`src/rtl/mult_div_unit.sv`:
```
// Iterative 32x32 multiply / divide unit: 32 shift-add or restoring shift-subtract steps.
// Define MULT_DIV_SIGNED_EN to make ops 0 (mult) and 2 (div) signed; otherwise they act as multu/divu.
module mult_div_unit (
  input  logic        clk,
  input  logic        rst_n,
  input  logic        start,
  input  logic [1:0]  op,
  input  logic [31:0] A,
  input  logic [31:0] B,
  output logic        busy,
  output logic        done,
  output logic [31:0] HI,
  output logic [31:0] LO,
  output logic        div_by_zero
);
  typedef enum logic [1:0] {IDLE, CALC, DONE} state_t;

  state_t      state, state_nx;
  logic [5:0]  cnt;
  logic [63:0] p;      // {partial hi / remainder, multiplier / dividend-quotient}
  logic [31:0] d;      // multiplicand or divisor magnitude
  logic        is_div, dz_q;
  logic [31:0] a_mag, b_mag;
  logic [32:0] sum, sh, diff;
  logic        ge;
  logic [63:0] prod_res;
  logic [31:0] q_res, r_res;

`ifdef MULT_DIV_SIGNED_EN
  logic is_sgn, a_neg, b_neg, neg_lo, neg_hi;
  assign is_sgn   = ~op[0];
  assign a_neg    = is_sgn & A[31];
  assign b_neg    = is_sgn & B[31];
  assign a_mag    = a_neg ? -A : A;
  assign b_mag    = b_neg ? -B : B;
  // product/quotient sign is the xor of operand signs; remainder follows the dividend
  assign prod_res = neg_lo ? -p : p;
  assign q_res    = neg_lo ? -p[31:0] : p[31:0];
  assign r_res    = neg_hi ? -p[63:32] : p[63:32];
`else
  assign a_mag    = A;
  assign b_mag    = B;
  assign prod_res = p;
  assign q_res    = p[31:0];
  assign r_res    = p[63:32];
`endif

  assign sum  = {1'b0, p[63:32]} + (p[0] ? {1'b0, d} : 33'd0);
  assign sh   = {p[63:32], p[31]};
  assign diff = sh - {1'b0, d};
  assign ge   = (sh >= {1'b0, d});

  always_ff @(posedge clk or negedge rst_n)
    if (!rst_n) state <= IDLE;
    else        state <= state_nx;

  always_comb begin
    state_nx = state;
    case (state)
      IDLE:    if (start) state_nx = CALC;
      CALC:    if (cnt == 6'd32) state_nx = DONE;
      DONE:    state_nx = IDLE;
      default: state_nx = IDLE;
    endcase
  end

  always_comb begin
    busy        = (state != IDLE);
    done        = (state == DONE);
    div_by_zero = done & dz_q;
  end

  always_ff @(posedge clk or negedge rst_n) begin
    if (!rst_n) begin
      cnt    <= '0;
      p      <= '0;
      d      <= '0;
      is_div <= 1'b0;
      dz_q   <= 1'b0;
      HI     <= '0;
      LO     <= '0;
`ifdef MULT_DIV_SIGNED_EN
      neg_lo <= 1'b0;
      neg_hi <= 1'b0;
`endif
    end else begin
      case (state)
        IDLE: if (start) begin
          cnt    <= '0;
          is_div <= op[1];
          dz_q   <= op[1] & (B == 32'd0);
          p      <= op[1] ? {32'd0, a_mag} : {32'd0, b_mag};
          d      <= op[1] ? b_mag : a_mag;
`ifdef MULT_DIV_SIGNED_EN
          neg_lo <= a_neg ^ b_neg;
          neg_hi <= op[1] ? a_neg : (a_neg ^ b_neg);
`endif
        end
        CALC: begin
          if (cnt != 6'd32) begin
            cnt <= cnt + 6'd1;
            if (is_div) p <= {(ge ? diff[31:0] : sh[31:0]), p[30:0], ge};
            else        p <= {sum, p[31:1]};
          end else if (is_div) begin
            // B=0 yields all-ones quotient and |A| remainder, so only LO needs forcing
            LO <= dz_q ? 32'hFFFF_FFFF : q_res;
            HI <= r_res;
          end else begin
            {HI, LO} <= prod_res;
          end
        end
        default: ;
      endcase
    end
  end
endmodule
```
`config.mk`:
```
export PLATFORM = sky130hd
export DESIGN_NAME = mult_div_unit
export DESIGN_NICKNAME = d
export VERILOG_FILES = /design/src/rtl/mult_div_unit.sv
export SDC_FILE = /design/constraint.sdc
export NUM_CORES = 1
export LEC_CHECK = 0
export ABC_AREA = 1
export BUFFER_PORTS_ARGS = -buffer_cell sky130_fd_sc_hd__buf_2
export CAP_MARGIN = 20
export CELL_PAD_IN_SITES_DETAIL_PLACEMENT = 0
export CELL_PAD_IN_SITES_GLOBAL_PLACEMENT = 1
export CORE_MARGIN = 2
export CORE_UTILIZATION = 46
export DETAILED_ROUTE_END_ITERATION = 6
export PLACE_DENSITY_LB_ADDON = 0.12
export SLEW_MARGIN = 20
export SYNTH_ARGS = -nofsm -noshare
export SYNTH_HDL_FRONTEND = slang
export SYNTH_SLANG_ARGS = --single-unit
export TNS_END_PERCENT = 1
```
`constraint.sdc`:
```
create_clock -name clk -period 7 [get_ports clk]
set_input_delay 0.7 -clock clk [delete_from_list [all_inputs] [get_ports clk]]
set_output_delay 0.7 -clock clk [all_outputs]
set_load 0.03 [all_outputs]
```
==> out/qor.csv, run 1 <==
metric;value;unit
post-synthesis async set-or-reset flop share;100;%
clk_skew;0.0148;ns
Crit path required time;7.35;ns
slew margin rel.;34.5;%
Max Slew Vio Count;0;
Post CTS Setup Buffer Count;0;
initial antenna violation count;0;
mean post-synth cell area;6.31;um^2
syn_nets;2280;
Max Freq;299;MHz
All-Layer GR Usage;31.4;%
Initial Utilization;46.8;%
die area;0.0308;mm^2
TNS Setup;0;ns
Crit Path Max Fanout;18;
NumNets Final;2366;
worst skew pair latency;0.46;ns
# clock sinks;170;
commonest non-fill, non-tap cell in the layout;nand2_1;
DRT met1 WL;21.8;mm
layout cell share with drive strength beyond 1;9.10;%
synthesized flop and latch total;170;
Top-Level Pins;136;
Layout fillers;3035;
Final GP Congestion;0.952;
Main synth FF type;dfrtp_1;
DR WL/cell;18.3;um
endpoints failing setup;0;
hpwl dp;37.3;mm
warnings from Yosys;0;
number of global-route vias before repair;12700;
startpoint class of the critical path;flip-flop;
diodes inserted;0;
gr ovfl total;0;
status;finished, final reports clean;
vias;14200;
most frequent cells in the layout;nand2_1, inv_1, dfrtp_1;
Worst setup EP type;flip-flop;
first-pass GRT wire length;73.4;mm
Cell Area, Synth;0.0135;mm^2
Die H;175;um
CTS Buffer Depth;2;
drt total wl;48.1;mm
sequential fraction of the synthesis area;31.5;%
Area Overhead vs Synth;11.7;%
unrepaired setup endpoints after global routing;no;
adder-cell share of the synthesized area;6.40;%
root buffer cell;clkbuf_16;
row count;62;
PortBufs;134;
WS Path Type;reg2reg;
count of cell types in the netlist;41;
die width;175;um
XOR/XNOR Fraction of Synth Area;1.36;%
Core ar.;0.0289;mm^2
TritonCTS clock tree;built;
Tmin final;3.34;ns
TritonCTS Buffers;17;
Arrival @ worst endpoint;3.69;ns
worst min path class;in2async;
Post-Synth Simple-Gate Area;32.7;%
DR DRC count;0;
highest metal used;met4;
complex-gate fraction of the synthesized area;14.9;%
Worst Tran Pin Value;0.982;ns
largest family of logic cells by synthesized area;simple AND/OR/NAND/NOR gates;
number of synthesized flops with an enable pin;0;
cells after synthesis;2143;
CTS clk-pin slew, worst paths;0.08;ns
DR iter-0 viols;1519;
hold_buf cts;0;
Clock H-tree levels;4;
DRT Pass-1 Iters;6;
vias per cell;5.39;
post-CTS sizing;0;
maximum capacitance violations;0;
largest net degree at the start of global routing;81;
Fin. Hold Viols;0;
metal3 WL;3.65;mm
mux share of post-synthesis cell area;0.0740;%
post-route clock period utilization;47.8;%
met2 WL;21.3;mm
ANT nets after route;0;
-- Yosys cell counts (6+ instances only) --
cell type  instances  share of area (%)
nor4_1             6               0.28
nand3_1          132                4.9
nand3b_1          11               0.61
ha_1              66                6.1
a31oi_1           50                2.3
nor2_1           168                4.7
nor3_1            11               0.41
o21ai_0          143                5.3
clkbuf_1          49                1.4
o21bai_1          11               0.61
nand2_2           10               0.46
nand4_1           29                1.3
nand2_1          692                 19
dfrtp_1          170                 31
a21oi_1           94                3.5
xor2_1             7               0.45
buf_2             13               0.48
buf_1             10               0.28
o211ai_1          47                2.6
xnor2_1           14               0.91
inv_1            374                 10
-- final cells by class --
type                       instances  area (um^2)  area share [%]
multi-input combinational       1517         7510            49.7
sequential                       170         4260            28.2
inverter                         377         1420            9.37
timing repair buffer             146          767            5.08
tap                              384          480            3.18
clock buffer                      20          467            3.09
clock inverter                    12          208            1.38
-- per-stage QoR --
stage | util [%] | std cells | setup WS (ns) | area (um^2) | hold WS, ns
after floorplan | - | 2143 | 4.50 | 13500 | 0.404
after global placement | 50.0 | 2594 | 3.89 | 14400 | 0.448
after detailed placement | 50.0 | 2594 | 3.90 | 14400 | 0.453
after CTS | 52.3 | 2626 | 3.85 | 15100 | 0.189
after global routing | 52.3 | 2626 | 3.56 | 15100 | 0.209
final | 52.3 | 2626 | 3.66 | 15100 | 0.171
-- path summary, 6_finish.rpt --
| check | start | to | slack [ns] | depth (start not counted) |
|---|---|---|---|---|
| min | rst_n | p[62] | 0.17 | 1 |
| min in group clk | LO[21] | LO[21] | 0.46 | 2 |
| max in group asynchronous | rst_n | is_div | 5.54 | 2 |
| min reg2reg | LO[21] | LO[21] | 0.46 | 2 |
| max reg2reg | p[0] | p[50] | 3.66 | 11 |
| max | p[0] | p[50] | 3.66 | 11 |
-- state kept, by name, indices dropped and copies added (netlist names) --
name and flops:
d 32, LO 32, HI 32, is_div 1, cnt 6, dz_q 1, state 2, p 64
-- logic make-up (layout without fill, tap and decap cells) --
family | count (synthesis) | in the layout
simple gates | 1071 | 1071
buf+inv | 456 | 555
compound gates | 356 | 356
flops | 170 | 170
fa+ha+maj | 68 | 68
xor+xnor | 21 | 21
mux | 1 | 1
-- worst max-delay path, cell delays in order (launching register included) --
cell and delay [ns]:
dfrtp_1 0.79, buf_4 0.38, nand2_1 0.16, inv_1 0.09, ha_1 0.21, nand2_1 0.17
nor3_1 0.62, nand4_1 0.34, nand4_1 0.17, nand3_1 0.12, nand4_1 0.12, nand2_1 0.06
-- routing by layer --
layer	track usage, %	up-vias
met5	0	-
met4	10.3	0
met3	5.61	66
met2	48.1	558
met1	44.8	6554
li1	-	6973
Power of run 1 is left out: the tool's default activity adds up to more than one toggle a clock period on the data nets, which glitch-free logic cannot reach.
==> run 2: changes to the inputs <==
- CORE_UTILIZATION: 46 -> 39
- clock period: 7 -> 3 ns (I/O delays scaled with it)
==> out/qor.csv, run 2 (synthesis gave the netlist of run 1 again) <==
metric;value;unit;change
Hold Path Stages;3;;
hold slack final;0.121;ns;-0.0503 ns
Max Freq;365;MHz;+22%
row count;68;;+9.7%
Final GP Congestion;0.911;;-4.4%
number of global-route vias before repair;12900;;+1.7%
NumNets Final;2409;;+1.8%
PortBufs;134;;unchanged
Max Slew Vio Count;0;;unchanged
TritonCTS Buffers;17;;unchanged
Hold Startpoint;A[0];;
All-Layer GR Usage;28.4;%;-3.0 points
slew margin rel.;30.4;%;-4.0 points
first-pass GRT wire length;77.2;mm;+5.1%
most frequent cells in the layout;nand2_1, inv_1, dfrtp_1;;
Core ar.;0.0344;mm^2;+19%
layout cell share with drive strength beyond 1;10.6;%;+1.5 points
commonest non-fill, non-tap cell in the layout;nand2_1;;
clk_skew;0.0132;ns;-0.00159 ns
maximum capacitance violations;0;;unchanged
Hold EP;d[0];;
unrepaired setup endpoints after global routing;no;;
hpwl dp;39.8;mm;+6.7%
die width;190;um;+8.4%
Largest register FFs;64;;unchanged
DR WL/cell;18.5;um;+1.0%
worst skew pair latency;0.46;ns;about the same
Initial Utilization;39.3;%;-7.5 points
gr ovfl total;0;;unchanged
CTS Buffer Depth;2;;unchanged
Crit path required time;3.34;ns;-4.01 ns
DR DRC count;0;;unchanged
largest net degree at the start of global routing;81;;unchanged
Tmin final;2.74;ns;-0.603 ns
Reg with most FFs;p;;
Most common cell on crit path;nand2_1;;
Layout fillers;3736;;+23%
r2r startpoint;p[0];;
Clock H-tree levels;4;;unchanged
WS Path Type;reg2reg;;
startpoint class of the critical path;flip-flop;;
Fin. Hold Viols;0;;unchanged
status;finished, final reports clean;;
TNS Setup;0;ns;unchanged
Worst Tran Pin Value;1.04;ns;+0.0604 ns
Arrival @ worst endpoint;3.08;ns;-0.61 ns
Die H;190;um;+8.4%
Worst path slowest cell;dfrtp_1;;
DR iter-0 viols;1062;;-30%
drt total wl;50.7;mm;+5.4%
vias per cell;5.07;;-5.9%
# clock sinks;170;;unchanged
max incr delay on CP;0.41;ns;-0.38 ns
TritonCTS clock tree;built;;
R2R Setup Slk;0.26;ns;-3.40 ns
worst min path class;in2reg;;
post-CTS sizing;0;;unchanged
DRT Pass-1 Iters;5;;-1
root buffer cell;clkbuf_16;;
endpoints failing setup;0;;unchanged
crit path cell chain;buf_4 > nand2_1 > inv_1 > ha_1 > nand2_1 > inv_1 > a21oi_1 > nand2_1 > a21oi_1 > nand2_1 > nand2_1 > nand3_1 > nand2_1 > inv_1 > nand2_1 > nand2_1;;
initial antenna violation count;0;;unchanged
ANT nets after route;0;;unchanged
die area;0.0362;mm^2;+18%
Area Overhead vs Synth;14.7;%;
Multi-input gate area;0.00751;mm^2;unchanged
FF+latch area;0.00426;mm^2;unchanged
cells on worst reg2reg path;16;;+5
Top-Level Pins;136;;unchanged
post-route clock period utilization;91.3;%;+44 points
CTS clk-pin slew, worst paths;0.07;ns;about the same
diodes inserted;0;;unchanged
Crit Path Max Fanout;18;;unchanged
capturing point of the worst reg2reg path;p[57];;
vias;13900;;-1.9%
Worst setup EP type;flip-flop;;
run 2: how the worst max path moves through the flow:
stage	from	end	slack [ns]
4_1_cts	p[54]	p[38]	0.16
3_5_place_dp	p[54]	p[32]	0.19
6_report	p[0]	p[57]	0.26
3_3_place_gp	p[54]	p[32]	0.23
2_1_floorplan	p[0]	p[61]	0.50
5_1_grt	p[0]	p[60]	0.04
run 2: timing repair:
| action | CTS | global route |
|---|---|---|
| buffers inserted | 0 | 3 |
| setup endpoints to repair | 0 | 15 |
| endpoints found under the hold margin | 56 | 0 |
| hold buffers | 1 | 0 |
run 2: worst max-delay path, delay by kind of cell (launching register included):
kind	cells	cell delay [ns]
AO/OA/AOI/OAI	2	0.56
adder cells (fa/ha/maj)	1	0.28
buffers and inverters	4	0.47
flip-flops	1	0.41
AND/OR/NAND/NOR	9	0.91
run 2: layer usage:
metal | global-route usage (%) | share of wire (%)
met5 | 0 | 0
met4 | 8.68 | 2.3
met3 | 3.43 | 4.8
met2 | 44.8 | 45
met1 | 40.6 | 48
run 2: cell type report:
class / instances / share of cell area [%]
inverter: 377 / 9.13
clock buffer: 23 / 3.08
clock inverter: 8 / 0.718
sequential: 170 / 27.4
multi-input combinational: 1517 / 48.4
timing repair buffer: 189 / 7.55
tap: 455 / 3.67
run 2: metrics by stage:
stage	setup slack, ns	utilization, %	std cells	area (um^2)
global placement	0.233	43.3	2704	14900
detailed placement	0.190	43.3	2704	14900
finish	0.260	45.1	2739	15500
CTS	0.160	45.0	2736	15500
global route	0.0438	45.1	2739	15500
floorplan	0.500	-	2143	13500
Power of run 2 is left out for the same reason.
==> run 3: changes to the inputs <==
- PLACE_DENSITY: unset -> 0.85
- PLACE_DENSITY_LB_ADDON: 0.12 -> unset
==> out/qor.csv, run 3 (synthesis gave the netlist of run 1 again) <==
metric;value;unit;change
unrepaired setup endpoints after global routing;yes;;
layout cell share with drive strength beyond 1;10.3;%;-0.39 points
TritonCTS clock tree;built;;
hold slack final;0.121;ns;-0.0000480 ns
Crit path required time;3.36;ns;+0.02 ns
TritonCTS Buffers;17;;unchanged
gr ovfl total;0;;unchanged
Tmin final;2.82;ns;+0.0820 ns
NumNets Final;2397;;-0.50%
diodes inserted;0;;unchanged
initial antenna violation count;1;;+1
Core ar.;0.0344;mm^2;unchanged
All-Layer GR Usage;27.8;%;-0.56 points
Placed Cells;2695;;-0.33%
final design utilization;44.7;%;-0.37 points
Worst setup EP type;flip-flop;;
Clock H-tree levels;4;;unchanged
hpwl dp;38.8;mm;-2.6%
DR DRC count;0;;unchanged
cells on worst reg2reg path;17;;+1
capturing point of the worst reg2reg path;p[54];;
Top-Level Pins;136;;unchanged
Max Freq;354;MHz;-2.9%
status;finished, final reports clean;;
Hold Path Stages;3;;unchanged
WS Path Type;reg2reg;;
number of global-route vias before repair;13500;;+4.3%
worst min path class;in2reg;;
clk_skew;0.0139;ns;+0.000669 ns
Area Overhead vs Synth;13.8;%;
DR iter-0 viols;1335;;+26%
Final GP Congestion;0.946;;+3.9%
Finished Layout Cells;2728;;-0.40%
CP startpoint;p[0];;
worst skew pair latency;0.47;ns;about the same
r2r startpoint;p[0];;
root buffer cell;clkbuf_16;;
Post CTS Setup Buffer Count;0;;unchanged
startpoint class of the critical path;flip-flop;;
post-route clock period utilization;94.1;%;+2.7 points
CP endpoint;p[54];;
drt total wl;49.6;mm;-2.1%
Worst Tran Pin Value;0.995;ns;-0.0474 ns
slew margin rel.;33.6;%;+3.2 points
row count;68;;unchanged
DR WL/cell;18.2;um;-1.7%
CTS clk-pin slew, worst paths;0.08;ns;about the same
ANT nets after route;0;;unchanged
most frequent cells in the layout;nand2_1, inv_1, dfrtp_1;;
endpoints failing setup;0;;unchanged
vias per cell;5.24;;+3.4%
die area;0.0362;mm^2;unchanged
Reg with most FFs;p;;
first-pass GRT wire length;76.7;mm;-0.65%
# clock sinks;170;;unchanged
CTS Buffer Depth;2;;unchanged
commonest non-fill, non-tap cell in the layout;nand2_1;;
R2R Setup Slk;0.18;ns;-0.08 ns
PortBufs;134;;unchanged
largest net degree at the start of global routing;80;;-1.2%
placed cell areas;0.0148;mm^2;-0.72%
die width;190;um;unchanged
post-layout instance area;0.0154;mm^2;-0.82%
Max Slew Vio Count;0;;unchanged
Crit Path Max Fanout;11;;-7
maximum capacitance violations;0;;unchanged
Die H;190;um;unchanged
Initial Utilization;39.3;%;unchanged
Fin. Hold Viols;0;;unchanged
DRT Pass-1 Iters;7;;+2
Largest register FFs;64;;unchanged
Layout fillers;3707;;-0.78%
Arrival @ worst endpoint;3.18;ns;+0.10 ns
vias;14300;;+2.9%
==> run 3: changes by cell type in the layout (fill, tap and decap cells not counted), sizes merged <==
| cell | before | now |
|---|---|---|
| buf | 187 | 176 |
| clkbuf | 24 | 18 |
| inv | 378 | 383 |
| clkinv | 5 | 4 |
| clkinvlp | 0 | 2 |
==> run 3: worst min path at each step <==
stage | start | to
floorplan | rst_n | HI[0]
global placement | rst_n | LO[20]
detailed placement | rst_n | LO[20]
CTS | A[24] | d[24]
global route | A[23] | d[23]
finish | A[24] | d[24]
==> run 3: per-stage QoR <==
step | TNS, ns | setup slack, ns
6_report | 0 | 0.178
5_1_grt | -0.0219 | -0.0219
4_1_cts | 0 | 0.231
3_5_place_dp | 0 | 0.247
3_3_place_gp | 0 | 0.298
2_1_floorplan | 0 | 0.500
==> run 3: area by class of cell <==
cell class / instances / area (um^2) / area share [%]
clock inverters: 14 / 171 / 1.11
well taps: 455 / 569 / 3.70
clock buffers: 18 / 429 / 2.79
flip-flops and latches: 170 / 4260 / 27.7
inverters: 377 / 1420 / 9.20
repair buffers: 177 / 1030 / 6.68
multi-input cells: 1517 / 7510 / 48.8
==> run 3: what timing repair did <==
action / in CTS / in global routing
endpoints found under the setup margin: 0 / 2
hold endpoints to repair: 67 / 0
hold buffers: 1 / 0
resized for setup: 0 / 1
==> run 3: per-layer routing <==
layer	vias to the layer above	global-route usage (%)	part of all wire, %
li1	7031	-	-
met1	6697	39.0	46
met2	468	43.4	45
met3	97	3.76	5.9
met4	2	11.1	3.4
met5	-	0	0.026
==> run 3: worst max-delay path, cell delays in order, from the launching register on <==
cell,delay [ns]
dfrtp_1,0.40
buf_4,0.19
buf_4,0.21
nand2_1,0.07
inv_1,0.04
ha_1,0.33
nand2_1,0.13
inv_1,0.05
a21oi_1,0.27
nor2_1,0.11
o21bai_1,0.30
nand3_1,0.12
nand2_1,0.08
nand3_1,0.06
nand2_1,0.15
inv_1,0.08
nand2_1,0.07
nand2_1,0.05
Power of run 3 is left out for the same reason.
